<file path="config.mk">
export PLATFORM = sky130hd
export DESIGN_NAME = debug_bus_master
export DESIGN_NICKNAME = d
export VERILOG_FILES = /design/src/rtl/debug_bus_master.sv
export SDC_FILE = /design/constraint.sdc
export NUM_CORES = 1
export LEC_CHECK = 0
export CELL_PAD_IN_SITES_DETAIL_PLACEMENT = 2
export CELL_PAD_IN_SITES_GLOBAL_PLACEMENT = 2
export CORE_MARGIN = 2
export CORE_UTILIZATION = 33
export DETAILED_ROUTE_END_ITERATION = 8
export GPL_TIMING_DRIVEN = 0
export HOLD_SLACK_MARGIN = 0.15
export PLACE_DENSITY_LB_ADDON = 0.12
export SETUP_SLACK_MARGIN = 0.5
export SYNTH_ARGS = -nofsm -noshare
export SYNTH_HDL_FRONTEND = slang
export SYNTH_SLANG_ARGS = --single-unit
</file>
<file path="constraint.sdc">
create_clock -name clk -period 5.6 [get_ports clk]
set_clock_uncertainty 0.1 [all_clocks]
set_input_delay 1.68 -clock clk [delete_from_list [all_inputs] [get_ports clk]]
set_output_delay 1.68 -clock clk [all_outputs]
set_load 0.005 [all_outputs]
</file>
<file path="src/rtl/debug_bus_master.sv">
// Byte-stream command bridge acting as a second initiator on the 32-bit system bus.
// Frames are opcode + address (+ data), answered with a status byte and optional read data.
module debug_bus_master #(
    parameter int TIMEOUT = 1024
) (
    input  logic        clk,
    input  logic        reset,
    input  logic [7:0]  rxData,
    input  logic        rxValid,
    output logic        rxReady,
    output logic [7:0]  txData,
    output logic        txValid,
    input  logic        txReady,
    output logic        read,
    output logic        write,
    output logic [3:0]  bwe,
    output logic [31:0] address,
    output logic [31:0] dataOut,
    input  logic        waitRequest,
    input  logic        readValid,
    input  logic [31:0] dataIn,
    output logic [2:0]  debug_state
);

    localparam int TW = $clog2(TIMEOUT) + 1;

    localparam logic [7:0] ST_OK      = 8'hA5;
    localparam logic [7:0] ST_TIMEOUT = 8'hEE;
    localparam logic [7:0] ST_ILLEGAL = 8'hE1;

    typedef enum logic [2:0] {
        IDLE        = 3'd0,
        ADDR        = 3'd1,
        DATA        = 3'd2,
        BUS_REQ     = 3'd3,
        BUS_WAIT    = 3'd4,
        RESP_STATUS = 3'd5,
        RESP_DATA   = 3'd6
    } state_t;

    state_t        state, state_n;
    logic [1:0]    byte_cnt, byte_cnt_n;
    logic          is_write, is_write_n;
    logic          send_data, send_data_n;
    logic [TW-1:0] timer, timer_n;
    logic [31:0]   rdata, rdata_n;
    logic [7:0]    tx_data_n;
    logic          tx_valid_n;
    logic          read_n, write_n;
    logic [3:0]    bwe_n;
    logic [31:0]   address_n, data_out_n;

    logic rx_fire;
    logic accept;
    logic expired;

    // Command bytes are only taken while a frame is being collected.
    assign rxReady     = (state == IDLE) || (state == ADDR) || (state == DATA);
    assign rx_fire     = rxValid && rxReady;
    assign accept      = (read || write) && !waitRequest;
    assign expired     = (timer == TW'(TIMEOUT - 1));
    assign debug_state = state;

    always_ff @(posedge clk or posedge reset) begin
        if (reset) begin
            state     <= IDLE;
            byte_cnt  <= 2'd0;
            is_write  <= 1'b0;
            send_data <= 1'b0;
            timer     <= '0;
            rdata     <= 32'd0;
            txData    <= 8'd0;
            txValid   <= 1'b0;
            read      <= 1'b0;
            write     <= 1'b0;
            bwe       <= 4'd0;
            address   <= 32'd0;
            dataOut   <= 32'd0;
        end else begin
            state     <= state_n;
            byte_cnt  <= byte_cnt_n;
            is_write  <= is_write_n;
            send_data <= send_data_n;
            timer     <= timer_n;
            rdata     <= rdata_n;
            txData    <= tx_data_n;
            txValid   <= tx_valid_n;
            read      <= read_n;
            write     <= write_n;
            bwe       <= bwe_n;
            address   <= address_n;
            dataOut   <= data_out_n;
        end
    end

    always_comb begin
        state_n     = state;
        byte_cnt_n  = byte_cnt;
        is_write_n  = is_write;
        send_data_n = send_data;
        timer_n     = timer;
        rdata_n     = rdata;
        tx_data_n   = txData;
        tx_valid_n  = txValid;
        read_n      = read;
        write_n     = write;
        bwe_n       = bwe;
        address_n   = address;
        data_out_n  = dataOut;

        case (state)
            IDLE: begin
                if (rx_fire) begin
                    if ((rxData[1:0] == 2'b01) || (rxData[1:0] == 2'b10)) begin
                        is_write_n = (rxData[1:0] == 2'b01);
                        bwe_n      = (rxData[1:0] == 2'b01) ? rxData[7:4] : 4'd0;
                        byte_cnt_n = 2'd0;
                        state_n    = ADDR;
                    end else begin
                        bwe_n       = 4'd0;
                        send_data_n = 1'b0;
                        tx_data_n   = ST_ILLEGAL;
                        tx_valid_n  = 1'b1;
                        state_n     = RESP_STATUS;
                    end
                end
            end

            // Bytes arrive LSB first, so shifting in from the top leaves byte 0 at [7:0].
            ADDR: begin
                if (rx_fire) begin
                    address_n  = {rxData, address[31:8]};
                    byte_cnt_n = byte_cnt + 2'd1;
                    if (byte_cnt == 2'd3) begin
                        if (is_write) begin
                            state_n = DATA;
                        end else begin
                            read_n  = 1'b1;
                            timer_n = '0;
                            state_n = BUS_REQ;
                        end
                    end
                end
            end

            DATA: begin
                if (rx_fire) begin
                    data_out_n = {rxData, dataOut[31:8]};
                    byte_cnt_n = byte_cnt + 2'd1;
                    if (byte_cnt == 2'd3) begin
                        write_n = 1'b1;
                        timer_n = '0;
                        state_n = BUS_REQ;
                    end
                end
            end

            // A write accepted on the final cycle still completes; a read has not yet.
            BUS_REQ: begin
                timer_n = timer + 1'b1;
                if (accept && write) begin
                    write_n     = 1'b0;
                    send_data_n = 1'b0;
                    tx_data_n   = ST_OK;
                    tx_valid_n  = 1'b1;
                    state_n     = RESP_STATUS;
                end else if (expired) begin
                    read_n      = 1'b0;
                    write_n     = 1'b0;
                    send_data_n = 1'b0;
                    tx_data_n   = ST_TIMEOUT;
                    tx_valid_n  = 1'b1;
                    state_n     = RESP_STATUS;
                end else if (accept) begin
                    read_n  = 1'b0;
                    state_n = BUS_WAIT;
                end
            end

            // Returned data takes priority over a timeout firing in the same cycle.
            BUS_WAIT: begin
                timer_n = timer + 1'b1;
                if (readValid) begin
                    rdata_n     = dataIn;
                    send_data_n = 1'b1;
                    tx_data_n   = ST_OK;
                    tx_valid_n  = 1'b1;
                    state_n     = RESP_STATUS;
                end else if (expired) begin
                    send_data_n = 1'b0;
                    tx_data_n   = ST_TIMEOUT;
                    tx_valid_n  = 1'b1;
                    state_n     = RESP_STATUS;
                end
            end

            RESP_STATUS: begin
                if (txReady) begin
                    if (send_data) begin
                        byte_cnt_n = 2'd0;
                        tx_data_n  = rdata[7:0];
                        state_n    = RESP_DATA;
                    end else begin
                        tx_valid_n = 1'b0;
                        state_n    = IDLE;
                    end
                end
            end

            // rdata is shifted down as bytes leave so the next byte is always at [15:8].
            RESP_DATA: begin
                if (txReady) begin
                    if (byte_cnt == 2'd3) begin
                        tx_valid_n = 1'b0;
                        send_data_n = 1'b0;
                        state_n    = IDLE;
                    end else begin
                        byte_cnt_n = byte_cnt + 2'd1;
                        tx_data_n  = rdata[15:8];
                        rdata_n    = {8'd0, rdata[31:8]};
                    end
                end
            end

            default: begin
                state_n = IDLE;
            end
        endcase
    end

endmodule
</file>
# == Yosys cells after proc, flatten, opt, wreduce, memory -nomap -nowiden ==
# Cells that the tools add are included.
# totals
ff_bits,129
inputBits,46
out_inout_bits,83
word_cells,152
# op_classes
n_addsub,2
eq_ne,31
muxes,75
n_reduce_logical,31
# op_table
op,n
$mux 32,3
$mux 8,9
$pmux 32 s2,1
$mux 11,5
$mux 3,15
$pmux 8 s5,1
$pmux 11 s3,1
$ne 2x2->1 const B,13
$mux 1,25
$pmux 3 s7,1
$mux 2,7
$reduce_and 7->1,2
$reduce_and 6->1,2
$add 11x1->11 const B,1
$eq 11x10->1 const B,1
$reduce_and 10->1,1
$eq 3x3->1 const B,3
$ne 3x3->1 const B,3
$mux 4,2
$ne 2x1->1 const B,4
$pmux 2 s4,1
$reduce_and 4->1,2
$reduce_and 8->1,1
$reduce_bool 4->1,2
other kinds (20),33

# == Depth between registers and ports, before layout ==
# Gate-level depths: netlist of the first run.
# depth
ltp_word,6
mapped_depth,8
depth_no_buf,7

# == Least setup slack after synthesis of the first run ==
# OpenSTA, ideal clock, no wires.
# synth_timing
kind,input to register
from,input rxData[0]
to,register txData[4]
setup_ns,0.122
arrival_time_ns,2.961
required_time_ns,5.378
slack_ns,2.418
cell_stages,7
n_path_buf,2
cell_sequence,inv_1 > ha_1 > a221o_1 > buf_6 > and2_4 > buf_6 > a32o_1
# synth_via
elab_chain_len,4
elab_cells_between_ends,5
cone_classes,eq/ne (3); reduce/logical (2)
# synth_rtl
item,line,rtl
start: declaration,8,"input logic [7:0] rxData,"
$eq 2x1->1 or $eq 2x2->1 (tied branches),114,if ((rxData[1:0] == 2'b01) || (rxData[1:0] == 2'b10)) begin
$logic_or 1x1->1 *,114,
$ne 2x2->1 (no source line) *,-,
$reduce_and 7->1 (no source line) *,-,
end signal: assignment,86,txData <= tx_data_n;
end: declaration,11,"output logic [7:0] txData,"
# Every way passes the cells marked *; elsewhere a longest branch is shown, timed or not.
# A chain may end at the register's enable or synchronous reset.

# == Final worst setup path of the first run ==
# layout_timing
from,"register state[0], in the netlist debug_state[0]"
to,output rxReady
# layout_via
elab_chain_len,3
elab_cells_between_ends,5
cone_classes,eq/ne (2); reduce/logical (3)
# layout_rtl
item,line,rtl
start: declaration,41,"state_t state, state_n;"
start signal: assignment,80,state <= state_n;
$eq 3x1->1 or $logic_not 3->1 (tied branches),58,assign rxReady = (state == IDLE) || (state == ADDR) || (state == DATA);
$logic_or 1x1->1,58,
$logic_or 1x1->1 *,58,
end: declaration,10,"output logic rxReady,"
# Marked as above.

==> results.toml, run 1 <==
[power]
comb_power_share = 0.418
netSwitchingFraction = 0.363
p_sw_mw = 1.67
seq_power_share = 0.356
power_density_nw_per_um2 = 567
clkPwrFrac = 0.225
internal_power_mw = 2.94
ir_worst_vdd_v = 0.000247
leakagePower_nw = 3.73

[grt]
gr-usage-all-layers = 0.202
grt_overflow_total = 0
antenna_found_initial = 1
grt_pass1_wl_mm = 30.7
grt_max_degree = 43
grt_pass1_vias = 5437

[floorplan]
die_w_um = 138
core_um2 = 17800
die_area_um2 = 19100
initial_core_util = 0.334
io_pins = 129
core.rowCount = 49
fp.dieH_um = 138

[sta]
fmax_ghz = 0.238
setup_tns_ns = 0
setup_viol = 0
min_period_ns = 4.20
hold_ws_ns = 0.380
setup_slack_ns = 1.40
maxSlewViolCount = 0
rsz0062_at_grt = "no"
slew_headroom = 0.468
timing_hold_violations_final = 0
worstMarginPinSlew_ns = 0.795
fin_crit_sh = 0.750

[cts]
ctsHoldBuffers = 0
clock_path_buffers = 2
htree_levels = 4
clkTransAtPathRegs_ns = 0.06
cts_root_buf = "clkbuf_16"
tritoncts = "built"
postCtsResizedCells = 0
clk_latency_ns = 0.43
cts_inserted_buffers = 17
cts_setup_buffers = 0
cts_sinks = 129

[routing]
post-route-drc-count = 0
num_vias = 4802
post_drt_wl_per_cell_um = 20.3
drtPass1Iterations = 4
vias_per_cell = 5.21
antenna_left = 0
first_iter_violations = 172
drt-total-wl_mm = 18.7

[yosys]
synthCells = 530
synth_top_area_cell = "dfrtp_1"
synth_top_family_by_area = "multiplexers"
synth.net_count = 580
synth_compound_area_frac = 0.136
synth-edff-count = 0
ys_seq_area_frac = 0.542
synth_cell_types = 60
synth_ff_type = "dfrtp_1"
synthSimpleGateAreaFrac = 0.108
ys_seq_elements = 129
syn_area_per_cell_um2 = 11.2
netlist.area_leader.share = 0.542
synth_warnings = 0
synth_area_leaders = "dfrtp_1 54%, mux2_2 12%, mux2i_1 4.4%, o21ai_0 4.3%, nand2_1 3.9%"
synthAdderAreaFrac = 0.00840
synth_mux_area_frac = 0.168
synth_xor_area_frac = 0.00147
syn_area_um2 = 5960
synthArstFlopShare = 1.00

[final_layout]
drive_gt1_frac = 0.190
syn_to_final_growth_pct = 36.6
nets = 730
stdcell_count = 922
mostFrequentLayoutCell = "dfrtp_1"
final_cell_mix = "129 x dfrtp_1, 128 x clkdlybuf4s50_1, 63 x mux2_2"
final_util = 0.456
n_antenna_cell = 0

[place]
port_buffers = 128
place_ws_ns = 1.54
finalWeightedCongestion = 0.799
dp_hpwl_mm = 13.4
dp_cells = 890

[worst_setup_path]
arrival_ns = 2.42
crit_family = "buffers and inverters"
cp-end-kind = "output pin"
cpPeakStageDelay_ns = 0.47
slowest_stage = "clkdlybuf4s50_1"
critical_path_class = "register to output pin"
path_buf_inv = 4
path_cells = "buf_6 > clkbuf_1 > clkbuf_1 > a21oi_1 > clkdlybuf4s50_1"
cp-start-kind = "register"
path_max_fanout = 10
cp.required_ns = 3.82
path_common_cell = "clkbuf_1"

[status]
run_status = "complete, no violations"

[job]
maxCapViolCount = 0

[worst_hold_path]
min_path_type = "register to register"
## state kept, by name (all words and copies together) (netlist names)
name	flops
txData	8
write	1
bwe	4
debug_state	3
byte_cnt	2
timer	11
dataOut	32
is_write	1
read	1
rdata	32
txValid	1
send_data	1
address	32
## cells in the mapped netlist, types with 3 or more instances
| cell type | number |
|---|---|
| dfrtp_1 | 129 |
| mux2_2 | 63 |
| nand2_1 | 62 |
| o21ai_0 | 51 |
| mux2i_1 | 26 |
| nor2_1 | 21 |
| a21oi_1 | 19 |
| buf_2 | 18 |
| a31oi_1 | 15 |
| clkbuf_1 | 11 |
| inv_1 | 11 |
| nand3_1 | 7 |
| and3b_1 | 6 |
| a22o_1 | 5 |
| nand2b_1 | 5 |
| nor2b_1 | 5 |
| o22ai_1 | 5 |
| ha_1 | 4 |
| nand4_1 | 4 |
| a21o_1 | 3 |
| buf_6 | 3 |
| mux2_1 | 3 |
| nor3_1 | 3 |
| o211ai_1 | 3 |
| o21a_1 | 3 |
## layout make-up
type	instances	area, um2
repair buffers	131	1340
flip-flops and latches	129	3230
fillers	1824	9700
multi-input cells	356	2510
plain buffers	34	175
clock buffers	19	443
well taps	229	287
clock inverters	13	104
inverters	11	45.0
## final timing paths
check                      slack [ns]            from  depth (start not counted)        end
max in group asynchronous        3.07           reset                          4  rdata[10]
max                              1.40  debug_state[0]                          5    rxReady
max reg2reg                      3.08  debug_state[2]                          6   rdata[2]
min                              0.38        rdata[3]                          2   rdata[3]
min reg2reg                      0.38        rdata[3]                          2   rdata[3]
min in group asynchronous        1.50           reset                          2       read
## tightest hold or removal path, cell delays in order (launching register included)
cell,delay [ns]
dfrtp_1,0.34
nand2_1,0.05
o21ai_0,0.06
## power by group through the flow
stage,registers [mW],clock network [mW],logic [mW]
floorplan,1.58,0,1.04
global placement,1.62,0,1.85
detailed placement,1.66,0,1.93
CTS,1.65,1.07,1.96
global route,1.71,1.11,2.12
finish,1.64,1.04,1.93
## through the flow
step	total power [mW]	instance area, um2
floorplan	2.63	5960
global placement	3.47	7530
detailed placement	3.59	7590
CTS	4.68	8140
global route	4.93	8140
finish	4.61	8140
## routing by layer
layer  up-vias  part of all wire  track usage
met5         -                 0            0
met4         0             0.012       0.0537
met3        16             0.037       0.0447
met2        95              0.52        0.357
met1      2492              0.43        0.252
li1       2199                 -            -
## kinds of logic (layout without fill, tap and decap cells)
family | count (synthesis) | after routing
multiplexers | 92 | 92
XOR/XNOR | 1 | 1
flip-flops | 129 | 129
AND/OR/NAND/NOR | 131 | 131
adder cells (fa/ha/maj) | 4 | 4
buffers and inverters | 45 | 208
AO/OA/AOI/OAI | 128 | 128
Power figures use the tool's default switching activity.
==> run 2: changes to the inputs <==
- CORE_UTILIZATION: 33 -> 29
- clock period: 5.6 -> 3.6 ns (I/O delays scaled with it)
==> results.toml, run 2 (same netlist as run 1, synthesis figures left out) <==
[floorplan]
core_um2 = 20200
core.rowCount = 52
die_area_um2 = 21700
die_w_um = 147
initial_core_util = 0.295
fp.dieH_um = 147
io_pins = 129

[routing]
vias_per_cell = 4.94
first_iter_violations = 125
drt-total-wl_mm = 18.6
post-route-drc-count = 0
num_vias = 4768
antenna_left = 0
drtPass1Iterations = 4
post_drt_wl_per_cell_um = 19.3

[cts]
cts_inserted_buffers = 17
clock_path_buffers = 2
clk_latency_ns = 0.43
cts_root_buf = "clkbuf_16"
tritoncts = "built"
htree_levels = 4
clkTransAtPathRegs_ns = 0.07
cts_sinks = 129

[final_layout]
n_antenna_cell = 0
nets = 732
syn_to_final_growth_pct = 39.0
top_regs = "address (32), dataOut (32), rdata (32)"
final_cell_mix = "127 x dfrtp_1, 127 x clkdlybuf4s50_1, 63 x mux2_2"
drive_gt1_frac = 0.201
nFillCells = 2175
stdcell_count = 965

[worst_setup_path]
path_cells = "buf_2 > buf_4 > buf_4 > a21oi_1 > dlygate4sd2_1"
path_buf_inv = 4
crit_family = "buffers and inverters"
path_common_cell = "buf_4"
arrival_ns = 1.77
cp-start-kind = "register"
cpPeakStageDelay_ns = 0.42
slowest_stage = "dfrtp_2"
path_max_fanout = 10
cp.required_ns = 2.42
critical_path_class = "register to output pin"
cp-end-kind = "output pin"

[sta]
min_period_ns = 2.95
timing_hold_violations_final = 0
fin_crit_sh = 0.819
slew_headroom = 0.485
setup_viol = 0
hold_ws_ns = 0.381
fmax_ghz = 0.339
rsz0062_at_grt = "no"
maxSlewViolCount = 0
worstMarginPinSlew_ns = 0.769
setup_tns_ns = 0

[power]
leakagePower_nw = 3.77
p_total_mw = 7.32
power_density_nw_per_um2 = 883
ir_worst_vdd_v = 0.000412

[grt]
grt_max_degree = 41
gr-usage-all-layers = 0.180
top_usage_layer = "met2"
grt_pass1_wl_mm = 30.4
grtUsageMet2 = 0.306
antenna_found_initial = 0
grt_util_met1 = 0.231
grt_overflow_total = 0
use_met3 = 0.0370
grt_pass1_vias = 5383

[status]
run_status = "complete, no violations"

[place]
port_buffers = 128
dp_cells = 931
finalWeightedCongestion = 0.788
dp_hpwl_mm = 13.7

[job]
maxCapViolCount = 0

[worst_hold_path]
min_path_type = "register to register"
[run 2: cell count changes in the layout (fill, tap and decap cells not counted), sizes merged]
cell	change
inv	+4
buf	+2
clkbuf	-2
clkinvlp	-2
bufinv	+1
clkdlybuf4s50	-1
clkinv	-1
dlygate4sd2	+1
[run 2: per-stage QoR]
step | worst slack [ns] | area, um2 | util
after floorplan | 0.825 | 5960 | -
after global placement | -0.548 | 7580 | 0.376
after detailed placement | 0.182 | 7640 | 0.379
after CTS | 0.620 | 8270 | 0.410
after global routing | 0.549 | 8280 | 0.411
final | 0.651 | 8280 | 0.411
[run 2: where the power goes]
group          internal [mW]  switching (mW)  total, mW
Clock                  0.984           0.765       1.75
Sequential              2.07           0.460       2.53
Combinational           1.63            1.41       3.04
[run 2: layout make-up]
| cell class | instances | area (um2) | share of cell area |
|---|---|---|---|
| repair buffers | 133 | 1360 | 0.164 |
| multi-input cells | 356 | 2520 | 0.304 |
| clock inverters | 15 | 165 | 0.0199 |
| inverters | 11 | 45.0 | 0.00544 |
| flip-flops and latches | 129 | 3230 | 0.390 |
| plain buffers | 34 | 201 | 0.0243 |
| well taps | 270 | 338 | 0.0408 |
| clock buffers | 17 | 425 | 0.0514 |
[run 2: routing by layer]
layer | routed length, um | part of all wire
met1 | 8360 | 0.45
met2 | 9410 | 0.51
met3 | 596 | 0.032
met4 | 251 | 0.013
met5 | 0 | 0
[run 2: what timing repair did]
item / 4_1_cts / 5_1_grt
gates resized for setup: 13 / 1
buffers inserted: 2 / 0
hold buffers: 0 / 0
setup endpoints to repair: 1 / 2
[run 2: worst min-delay path: stages (launching register included)]
cell and delay, ns:
dfrtp_1 0.34, nand2_1 0.05, o21ai_0 0.06
[run 2: worst paths after layout]
| check | startpoint | end | slack (ns) | cells after the start |
|---|---|---|---|---|
| hold / removal | rdata[16] | rdata[16] | 0.38 | 2 |
| hold reg to reg | rdata[16] | rdata[16] | 0.38 | 2 |
| min in group asynchronous | reset | timer[5] | 1.03 | 2 |
| setup / recovery | debug_state[2] | rxReady | 0.65 | 5 |
| setup reg to reg | debug_state[2] | rdata[0] | 1.10 | 7 |
| max in group asynchronous | reset | is_write | 1.72 | 3 |
==> run 3: changes to the inputs <==
- CORE_UTILIZATION: 29 -> 33
- clock period: 3.6 -> 3.1 ns (I/O delays scaled with it)
==> results.toml, run 3 (same netlist as run 1, synthesis figures left out) <==
[final_layout]
nets = 737
final_cell_mix = "127 x dfrtp_1, 124 x clkdlybuf4s50_1, 63 x mux2_2"
n_antenna_cell = 0
top_regs = "address (32), dataOut (32), rdata (32)"
final_util = 0.464
syn_to_final_growth_pct = 39.0
finalInstanceArea_um2 = 8280
drive_gt1_frac = 0.209
stdcell_count = 929
mostFrequentLayoutCell = "dfrtp_1"

[routing]
drtPass1Iterations = 4
antenna_left = 0
drt-total-wl_mm = 19.1
first_iter_violations = 248
num_vias = 4849
post_drt_wl_per_cell_um = 20.5
post-route-drc-count = 0
vias_per_cell = 5.22

[sta]
slew_headroom = 0.468
setup_tns_ns = 0
setup_slack_ns = 0.490
fin_crit_sh = 0.842
fmax_ghz = 0.383
worstMarginPinSlew_ns = 0.795
min_period_ns = 2.61
setup_viol = 0
maxSlewViolCount = 0
timing_hold_violations_final = 0
hold_ws_ns = 0.378
rsz0062_at_grt = "yes"

[grt]
antenna_found_initial = 1
grt_max_degree = 43
grt_overflow_total = 0
grt_pass1_wl_mm = 31.0
grt_pass1_vias = 5460
gr-usage-all-layers = 0.204

[floorplan]
die_w_um = 138
io_pins = 129
core.rowCount = 49
die_area_um2 = 19100
core_um2 = 17800
initial_core_util = 0.334
fp.dieH_um = 138

[worst_setup_path]
path_max_fanout = 3
r2r_start = "timer[0]"
arrival_ns = 1.58
reg2reg_to = "debug_state[1]"
critical_path_class = "register to output pin"
cp-start-kind = "register"
reg2reg_depth = 7
r2r_slack_ns = 0.60
cp.required_ns = 2.07
cp-end-kind = "output pin"

[cts]
clkTransAtPathRegs_ns = 0.06
clk_latency_ns = 0.43
cts_inserted_buffers = 17
clock_path_buffers = 2
cts_sinks = 129
cts_root_buf = "clkbuf_16"
ctsHoldBuffers = 0
tritoncts = "built"
htree_levels = 4

[worst_hold_path]
hp-start = "rdata[3]"
min_path_type = "register to register"
hold_depth = 2
min_to = "rdata[3]"

[place]
finalWeightedCongestion = 0.799
dp_cells = 890
dp_hpwl_mm = 13.4
port_buffers = 128
post_dp_cell_area_um2 = 7590
place_ws_ns = -0.208

[power]
p_total_mw = 8.54
power_density_nw_per_um2 = 1030
leakagePower_nw = 3.79
ir_worst_vdd_v = 0.000458

[status]
run_status = "complete, no violations"

[job]
maxCapViolCount = 0
## run 3: worst max path at each step
stage | start | end | slack [ns]
after floorplan | reset | address[0] | 0.47
after global placement | reset | address[3] | -0.80
after detailed placement | rxData[0] | send_data | -0.21
after CTS | debug_state[0] | rxReady | 0.40
after global routing | debug_state[0] | debug_state[0] | 0.46
final | debug_state[0] | debug_state[0] | 0.49
## run 3: critical path, stage by stage, from the launching register on
cell and delay, ns:
dfrtp_1 0.40, buf_4 0.14, buf_4 0.13, clkdlybuf4s50_1 0.49
## run 3: cell type report
class / instances / area, um2
Buffer: 34 / 234
Clock buffer: 19 / 443
Clock inverter: 13 / 104
Fill cell: 1816 / 9560
Inverter: 11 / 45.0
Multi-Input combinational cell: 356 / 2550
Sequential cell: 129 / 3230
Tap cell: 229 / 287
Timing Repair Buffer: 138 / 1390
## run 3: timing repair
action,in CTS,in global routing
setup buffers,3,4
pin swaps,1,0
setup endpoints to repair,33,33
resized for setup,27,6
## run 3: metal layers
| layer | part of all wire | track usage | wire, um | up-vias |
|---|---|---|---|---|
| li1 | - | - | - | 2212 |
| met1 | 0.43 | 0.251 | 8290 | 2520 |
| met2 | 0.52 | 0.361 | 9850 | 95 |
| met3 | 0.037 | 0.0468 | 698 | 22 |
| met4 | 0.013 | 0.0569 | 250 | 0 |
| met5 | 0 | 0 | 0 | - |
## run 3: power by group
| group | internal [mW] | leakage (nW) | switching (mW) |
|---|---|---|---|
| Sequential | 2.40 | 1.63 | 0.546 |
| Combinational | 1.97 | 1.90 | 1.73 |
| Clock | 1.06 | 0.259 | 0.823 |
